--- config.mk ---
export PLATFORM = sky130hd
export DESIGN_NAME = fmap_streamer_flat
export DESIGN_NICKNAME = d
export VERILOG_FILES = /design/src/rtl/fmap_streamer_if.sv /design/src/rtl/fmap_streamer.sv /design/src/flat_wrapper.sv
export SDC_FILE = /design/constraint.sdc
export NUM_CORES = 1
export LEC_CHECK = 0
export ABC_AREA = 1
export CAP_MARGIN = 0
export CELL_PAD_IN_SITES_DETAIL_PLACEMENT = 0
export CELL_PAD_IN_SITES_GLOBAL_PLACEMENT = 1
export CORE_MARGIN = 2
export CORE_UTILIZATION = 23
export CTS_CLUSTER_DIAMETER = 150
export DETAILED_ROUTE_END_ITERATION = 7
export GPL_ROUTABILITY_DRIVEN = 1
export PLACE_DENSITY = 0.73
export SLEW_MARGIN = 20
export SYNTH_ARGS = -nofsm -noshare
export SYNTH_HDL_FRONTEND = slang
export SYNTH_SLANG_ARGS = --single-unit
--- constraint.sdc ---
create_clock -name clk -period 1.3 [get_ports clk]
set_input_delay 0.26 -clock clk [delete_from_list [all_inputs] [get_ports clk]]
set_output_delay 0.26 -clock clk [all_outputs]
set_load 0.02 [all_outputs]
--- src/rtl/fmap_streamer_if.sv ---
// Bundles the feature-map SRAM read port and the outgoing pixel stream of fmap_streamer.
interface fmap_streamer_if #(
  parameter int AW = 10,
  parameter int DW = 24
);
  logic [AW-1:0] mem_addr;
  logic          mem_ren;
  logic [DW-1:0] mem_rdata;
  logic          valid;
  logic [DW-1:0] D;
  logic          last;

  modport master (
    output mem_addr, mem_ren, valid, D, last,
    input  mem_rdata
  );

  modport slave (
    input  mem_addr, mem_ren, valid, D, last,
    output mem_rdata
  );
endinterface

--- src/rtl/fmap_streamer.sv ---
// Streams one feature map from SRAM in raster order, then PAD all-zero rows,
// as a valid/D pixel stream for the sliding-window line buffer.
module fmap_streamer #(
  parameter int BITWIDTH = 8,
  parameter int NFMAPS   = 3,
  parameter int NW       = 32,
  parameter int NH       = 32,
  parameter int PAD      = 1,
  parameter int AW       = 10
) (
  input  logic            clk,
  input  logic            rst,
  input  logic            start,
  input  logic            pause,
  fmap_streamer_if.master bus,
  output logic            busy,
  output logic            done
);

  localparam int NPIX = NW * NH;
  localparam int NPAD = PAD * NW;
  localparam int PW   = (PAD == 0) ? 1 : $clog2(NPAD + 1);

  localparam logic [AW-1:0] LAST_ADDR = AW'(NPIX - 1);
  localparam logic [PW-1:0] LAST_PAD  = PW'((NPAD == 0) ? 0 : NPAD - 1);

  typedef enum logic [1:0] {
    IDLE,
    STREAM,
    PAD_ROWS,
    FINISH
  } state_e;

  state_e                      state_q, state_d;
  logic [AW-1:0]               addr_q, addr_d;
  logic [PW-1:0]               pad_cnt_q, pad_cnt_d;
  logic                        valid_q, valid_d;
  logic                        pad_q, pad_d;
  logic                        last_q, last_d;
  logic                        issue_px;
  logic [NFMAPS*BITWIDTH-1:0]  rdata;

  // NOTE: every always_comb output gets a default first, so no path can leave
  // a signal unassigned and infer a latch.
  always_comb begin
    state_d   = state_q;
    addr_d    = addr_q;
    pad_cnt_d = pad_cnt_q;
    valid_d   = 1'b0;
    pad_d     = 1'b0;
    last_d    = 1'b0;
    issue_px  = 1'b0;

    unique case (state_q)
      IDLE: begin
        if (start) state_d = STREAM;
      end

      STREAM: begin
        // The final beat drains through the output register before FINISH,
        // so done lands in the cycle after the last valid beat.
        if (last_q) begin
          state_d = FINISH;
        end else if (!pause) begin
          issue_px = 1'b1;
          valid_d  = 1'b1;
          if (addr_q == LAST_ADDR) begin
            addr_d = '0;
            last_d = (PAD == 0);
            if (PAD != 0) state_d = PAD_ROWS;
          end else begin
            addr_d = addr_q + 1'b1;
          end
        end
      end

      PAD_ROWS: begin
        if (last_q) begin
          state_d = FINISH;
        end else if (!pause) begin
          valid_d = 1'b1;
          pad_d   = 1'b1;
          if (pad_cnt_q == LAST_PAD) begin
            pad_cnt_d = '0;
            last_d    = 1'b1;
          end else begin
            pad_cnt_d = pad_cnt_q + 1'b1;
          end
        end
      end

      FINISH: begin
        state_d = IDLE;
      end

      default: state_d = IDLE;
    endcase
  end

  // NOTE: sequential state uses non-blocking assignments so every flop
  // samples the pre-edge value of its neighbours.
  always_ff @(posedge clk) begin
    if (rst) begin
      state_q   <= IDLE;
      addr_q    <= '0;
      pad_cnt_q <= '0;
      valid_q   <= 1'b0;
      pad_q     <= 1'b0;
      last_q    <= 1'b0;
    end else begin
      state_q   <= state_d;
      addr_q    <= addr_d;
      pad_cnt_q <= pad_cnt_d;
      valid_q   <= valid_d;
      pad_q     <= pad_d;
      last_q    <= last_d;
    end
  end

  assign rdata        = bus.mem_rdata;
  assign bus.mem_ren  = issue_px;
  assign bus.mem_addr = addr_q;
  assign bus.valid    = valid_q;
  assign bus.last     = last_q;
  assign bus.D        = (valid_q && !pad_q) ? rdata : '0;

  assign busy = (state_q != IDLE);
  assign done = (state_q == FINISH);

endmodule
--- src/flat_wrapper.sv ---
// flat-port wrapper written by rule: the top's interface ports become plain ports
module fmap_streamer_flat 
#(
  parameter int BITWIDTH = 8,
  parameter int NFMAPS   = 3,
  parameter int NW       = 32,
  parameter int NH       = 32,
  parameter int PAD      = 1,
  parameter int AW       = 10
)
  (clk, rst, start, pause, busy, done, bus_mem_addr, bus_mem_ren, bus_valid, bus_D, bus_last, bus_mem_rdata);
  fmap_streamer_if #(.AW(AW)) bus_i ();
  input  logic clk;
  input  logic rst;
  input  logic start;
  input  logic pause;
  output logic busy;
  output logic done;
  output wire logic [$bits(bus_i.mem_addr)-1:0] bus_mem_addr;
  output wire logic [$bits(bus_i.mem_ren)-1:0] bus_mem_ren;
  output wire logic [$bits(bus_i.valid)-1:0] bus_valid;
  output wire logic [$bits(bus_i.D)-1:0] bus_D;
  output wire logic [$bits(bus_i.last)-1:0] bus_last;
  input wire logic [$bits(bus_i.mem_rdata)-1:0] bus_mem_rdata;
  assign bus_mem_addr = bus_i.mem_addr;
  assign bus_mem_ren = bus_i.mem_ren;
  assign bus_valid = bus_i.valid;
  assign bus_D = bus_i.D;
  assign bus_last = bus_i.last;
  assign bus_i.mem_rdata = bus_mem_rdata;
  fmap_streamer #(.BITWIDTH(BITWIDTH), .NFMAPS(NFMAPS), .NW(NW), .NH(NH), .PAD(PAD), .AW(AW)) u_core (.clk(clk), .rst(rst), .start(start), .pause(pause), .bus(bus_i), .busy(busy), .done(done));
endmodule
Word-level counts from Yosys, hierarchy flattened
Index checks and enable logic that the tools add are counted.

word-level totals
  flip-flop bits (word level) = 21
  output and inout port bits = 39

operators by class
  add/sub/neg operators = 2
  eq/ne operators = 9
  mux-type cells = 13
  bitwise logic cells = 4
  reduce and logical (&&, ||, !) cells = 11

operator list
  operator                                               number
  2-to-1 mux 24 bit                                      1
  adder 10 x 1 -> 10 bit, second input constant          1
  equality test 10 bit, second input constant            1
  2-to-1 mux 10 bit                                      1
  2-to-1 mux 2 bit                                       5
  one-hot mux 2 bit (4 select lines)                     1
  adder 6 x 1 -> 6 bit, second input constant            1
  equality test 6 x 5 -> 1 bit, second input constant    1
  2-to-1 mux 6 bit                                       1
  AND reduction 3 bit                                    2
  OR reduction 2 bit                                     3
  equality test 2 bit, second input constant             2
  2-to-1 mux 1 bit                                       4
  NOT 1 bit                                              4
  AND reduction 4 bit                                    1
  OR reduction 4 bit                                     1
  inequality test 3 x 1 -> 1 bit, second input constant  1
  inequality test 3 x 2 -> 1 bit, second input constant  1
  equality test 2 x 1 -> 1 bit, second input constant    1
  zero test 2 bit                                        1
  inequality test 2 x 1 -> 1 bit, second input constant  1
  inequality test 2 bit, second input constant           1
  nonzero test 2 bit                                     1
  logical AND 1 bit                                      1
  zero test 1 bit                                        1

Depth between registers and ports, before layout
  word-level depth = 5
  depth in mapped cells = 8
  gate-level depth less buffers = 8

Least setup slack after synthesis
Ideal clock, no wire load.

  path kind = register -> register
  start point = reg u_core.state_q[0]
  end point = reg u_core.state_q[0]
  setup time = 0.132 ns
  arrival time = 1.284 ns
  data required time = 1.168 ns
  slack = -0.117 ns
  cell stages (with the launch flop) = 9
  buffers on the path = 0
  clock period less this slack = 1.417 ns
  path through = dfxtp_1 inv_1 ha_1 inv_1 o21ai_0 a21oi_1 nand2_1 nand2_1 a21oi_1

between the ends
  longest elaborated chain between the ends = 3
  elaborated cells on any way between the ends = 10

RTL lines
  item                                                                    line                  source
  from (decl)                                                             fmap_streamer.sv:34   state_e state_q, state_d;
  from (signal assigned)                                                  fmap_streamer.sv:111  state_q <= state_d;
  equality test 2 x 1 -> 1 bit, or another cell as far along              fmap_streamer.sv:54   unique case (state_q)
  inequality test 3 x 1 -> 1 bit (no line), or another cell as far along  n/a
  AND reduction 4 bit (no line)                                           n/a

Several ways; a longest one is shown, not always the timed one.
A chain may end at the register's enable or synchronous reset.

Worst setup path in the final report
  start point = reg u_core.pad_q
  end point = out bus_D[4]

between the ends
  longest elaborated chain between the ends = 3

RTL lines
  item                    line                  source
  from (decl)             fmap_streamer.sv:38   logic pad_q, pad_d;
  from (signal assigned)  fmap_streamer.sv:115  pad_q <= pad_d;
  zero test 1 bit         fmap_streamer.sv:125  assign bus.D = (valid_q && !pad_q) ? rdata : '0;
  logical AND 1 bit       fmap_streamer.sv:125
  2-to-1 mux 24 bit       fmap_streamer.sv:125
  to (decl)               flat_wrapper.sv:22    output wire logic [$bits(bus_i.D)-1:0] bus_D;

Every way passes these cells.

==> results.json <==
{
  "status": "finished, violations left",
  "violations": "negative setup slack",
  "die_y_um": 78.3,
  "track_usage_pct": 12.7,
  "critPathMaxFanout": 8,
  "num_io_pins": 67,
  "drt-initial-drc-count": 39,
  "synth_top_area_share_pct": 33.1,
  "grt.overflow.total": 0,
  "cts_sinks": 21,
  "synthXorXnorAreaFrac_pct": 4.83,
  "syn_inst": 191,
  "peakVddDrop_mv": 0.768,
  "antenna_found_initial": 0,
  "crit_path_end_kind": "output port",
  "start_util_pct": 23.5,
  "critPathKind": "register to output port",
  "cts_buffers": 3,
  "yosysMostFrequentCell": "nor2_1",
  "seq_power_share_pct": 23.6,
  "synthMuxAreaShare_pct": 0,
  "cts_tree": "yes",
  "finalPower_mw": 3.34,
  "rsz0062_at_grt": "yes",
  "internal_power_mw": 2.05,
  "ant_nets": 0,
  "netlist_area_sq_um": 1270,
  "hold_violations": 0,
  "setup_violations": 29,
  "p_sw_share_pct": 38.6,
  "cts_hold_buf": 0,
  "p_comb_share_pct": 63.2,
  "drt_pass1_iterations": 4,
  "slew_headroom_pct": 82.9,
  "grtUsageMet1_pct": 15.4,
  "r2r_end": "u_core.bus.mem_addr[7]",
  "synth_seq_area_share_pct": 33.1,
  "port_buffers": 66,
  "met3_usage_pct": 4.14,
  "cts-htree-levels": 1,
  "coreArea_sq_um": 5410,
  "synth-edff-count": 0,
  "arrival_ps": 1220,
  "rr_worst_depth": 8,
  "area_growth_pct": 132,
  "hp-class": "input pin to register",
  "use_met2_pct": 22.8,
  "fin_ws_ps": -180,
  "fin_crit_ps": 1480,
  "r2r_slack_ps": -10,
  "grt_max_degree": 13,
  "grt_pass1_wl_um": 6390,
  "routabilityCongestion": 0.752,
  "die_area_sq_um": 6130,
  "grt_pass1_vias": 1442,
  "final_max_slew_viol_count": 0,
  "nFillCells": 490,
  "cts.clk_slew.worst_paths_ps": 80,
  "cp.required_ps": 1040,
  "synthArstFlopShare_pct": 0,
  "synth_ff_type": "dfxtp_1",
  "syn_nets": 226,
  "ys_warn_count": 0,
  "antenna_cells": 0,
  "worstSkewPairLatency_ps": 260,
  "ys_types": 26,
  "nets": 341,
  "synth_top_family_by_area": "simple AND/OR/NAND/NOR gates",
  "powerDensity_nw_per_um2": 1130,
  "synthTopCellsByArea": "dfxtp_1, nor2_1, inv_1",
  "yosys.area.top_type": "dfxtp_1",
  "via_count": 1608,
  "synth_seq_cells": 21,
  "avgSynthCellArea_sq_um": 6.65,
  "cts_buffer_depth": 2,
  "drt-total-wl_um": 4320,
  "fp.dieW_um": 78.3,
  "fin_util_pct": 54.5,
  "drive_gt1_share_pct": 52.5,
  "worstHoldStart": "pause",
  "grt-busiest-layer": "met2",
  "route.detailed.drc": 0,
  "p_sw_mw": 1.29,
  "rr_startpoint": "u_core.state_q[1]",
  "crit_start": "u_core.pad_q",
  "total_leakage_power_nw": 1.26,
  "cp-endpoint": "bus_D[4]",
  "num_rows": 27,
  "synth_fa_ha_area_share_pct": 6.90,
  "wl_per_cell_um": 11.5,
  "viasPerCell": 4.27,
  "cap_violations": 0,
  "setup.worst_path.start_class": "register",
  "min_period_over_period_pct": 114,
  "fmax_ghz": 0.676,
  "pre_cts_ws_ps": -577,
  "clock_power_share_pct": 13.1,
  "place_hpwl_um": 2760,
  "fin_skew_ps": 2.10,
  "synth_commonest_cells": "nor2_1, inv_1, nand2_1, dfxtp_1, nand3_1",
  "synth_compound_area_share_pct": 6.21,
  "clock-root-buffer": "clkbuf_8",
  "synth_simple_gate_area_share_pct": 36.0,
  "worst_pin_slew_ps": 257
}
==> layout make-up <==
type	count	area, sq um	area share, %
repair buffers	113	1110	37.9
multi-input cells	126	1090	37.0
flip-flops and latches	21	440	15.0
inverters	41	164	5.57
well taps	72	90.1	3.06
clock buffers	3	41.3	1.40
clock inverters	1	5.00	0.170
==> per-stage QoR <==
stage	hold WS [ps]	instances	setup TNS, ps	instance area, sq um
detailed placement	483	355	-15680	2260
global route	523	377	-4460	2940
global placement	470	355	-15460	2260
finish	501	377	-2410	2940
CTS	453	367	-2620	2540
floorplan	331	191	-971	1290
==> sequential cells by signal (all words and copies together) (netlist names) <==
register / count
u_core.bus.mem_addr: 10
u_core.pad_cnt_q: 6
u_core.state_q: 2
u_core.bus.last: 1
u_core.bus.valid: 1
u_core.pad_q: 1
==> cells in the final DEF (no fill, tap or decap), types with 4 or more instances in the layout <==
cell             Yosys  final
inv_1               40     34
dfxtp_1             21     11
nand2_1             22     20
xor2_1               5      5
buf_4                0     35
buf_6                0     36
nand3_4              0      4
nor2_2               2      5
ha_4                 0      5
a21oi_2              0      5
inv_4                0      4
nand3_1             14      9
nor2_1              43     15
dfxtp_2              0      7
clkdlybuf4s50_1      0     26
dlygate4sd2_1        0      7
nor2_4               2     27
==> per-layer routing <==
layer / vias up / share of wire [%]
met2: 65 / 49
met3: 2 / 8.6
met5: - / 0
met1: 730 / 43
met4: 0 / 0.21
li1: 811 / -
==> worst min path at each step <==
stage / to / slack, ps / cells after the start
finish: u_core.bus.valid / 500 / 4
global route: u_core.bus.valid / 520 / 4
CTS: u_core.bus.valid / 450 / 4
detailed placement: u_core.pad_cnt_q[2] / 480 / 2
global placement: u_core.pad_cnt_q[2] / 470 / 2
floorplan: u_core.bus.mem_addr[0] / 330 / 1
==> worst max-delay path, stage by stage, from the launching register on <==
cell     delay [ps]
dfxtp_2         320
inv_2            50
nand2_4          90
buf_16          160
buf_8           140
nor2_4           80
buf_6           120
==> timing repair <==
| item | 4_1_cts | 5_1_grt |
|---|---|---|
| setup endpoints to repair | 53 | 45 |
| pin swaps | 8 | 18 |
| resized for setup | 214 | 90 |
| setup buffers | 6 | 10 |
| gates cloned | 2 | 0 |
==> logic make-up after synthesis <==
family	after synthesis
buf+inv	44
flops	21
simple gates	98
xor+xnor	7
fa+ha+maj	7
compound gates	14
==> power groups by stage <==
| stage | Sequential (mW) | Clock (mW) | Combinational, mW |
|---|---|---|---|
| floorplan | 0.808 | 0 | 0.652 |
| global placement | 0.785 | 0 | 1.33 |
| detailed placement | 0.786 | 0 | 1.34 |
| CTS | 0.781 | 0.454 | 1.70 |
| global route | 0.801 | 0.475 | 2.25 |
| finish | 0.790 | 0.439 | 2.11 |
No activity file was read; power rests on OpenSTA's default activity.
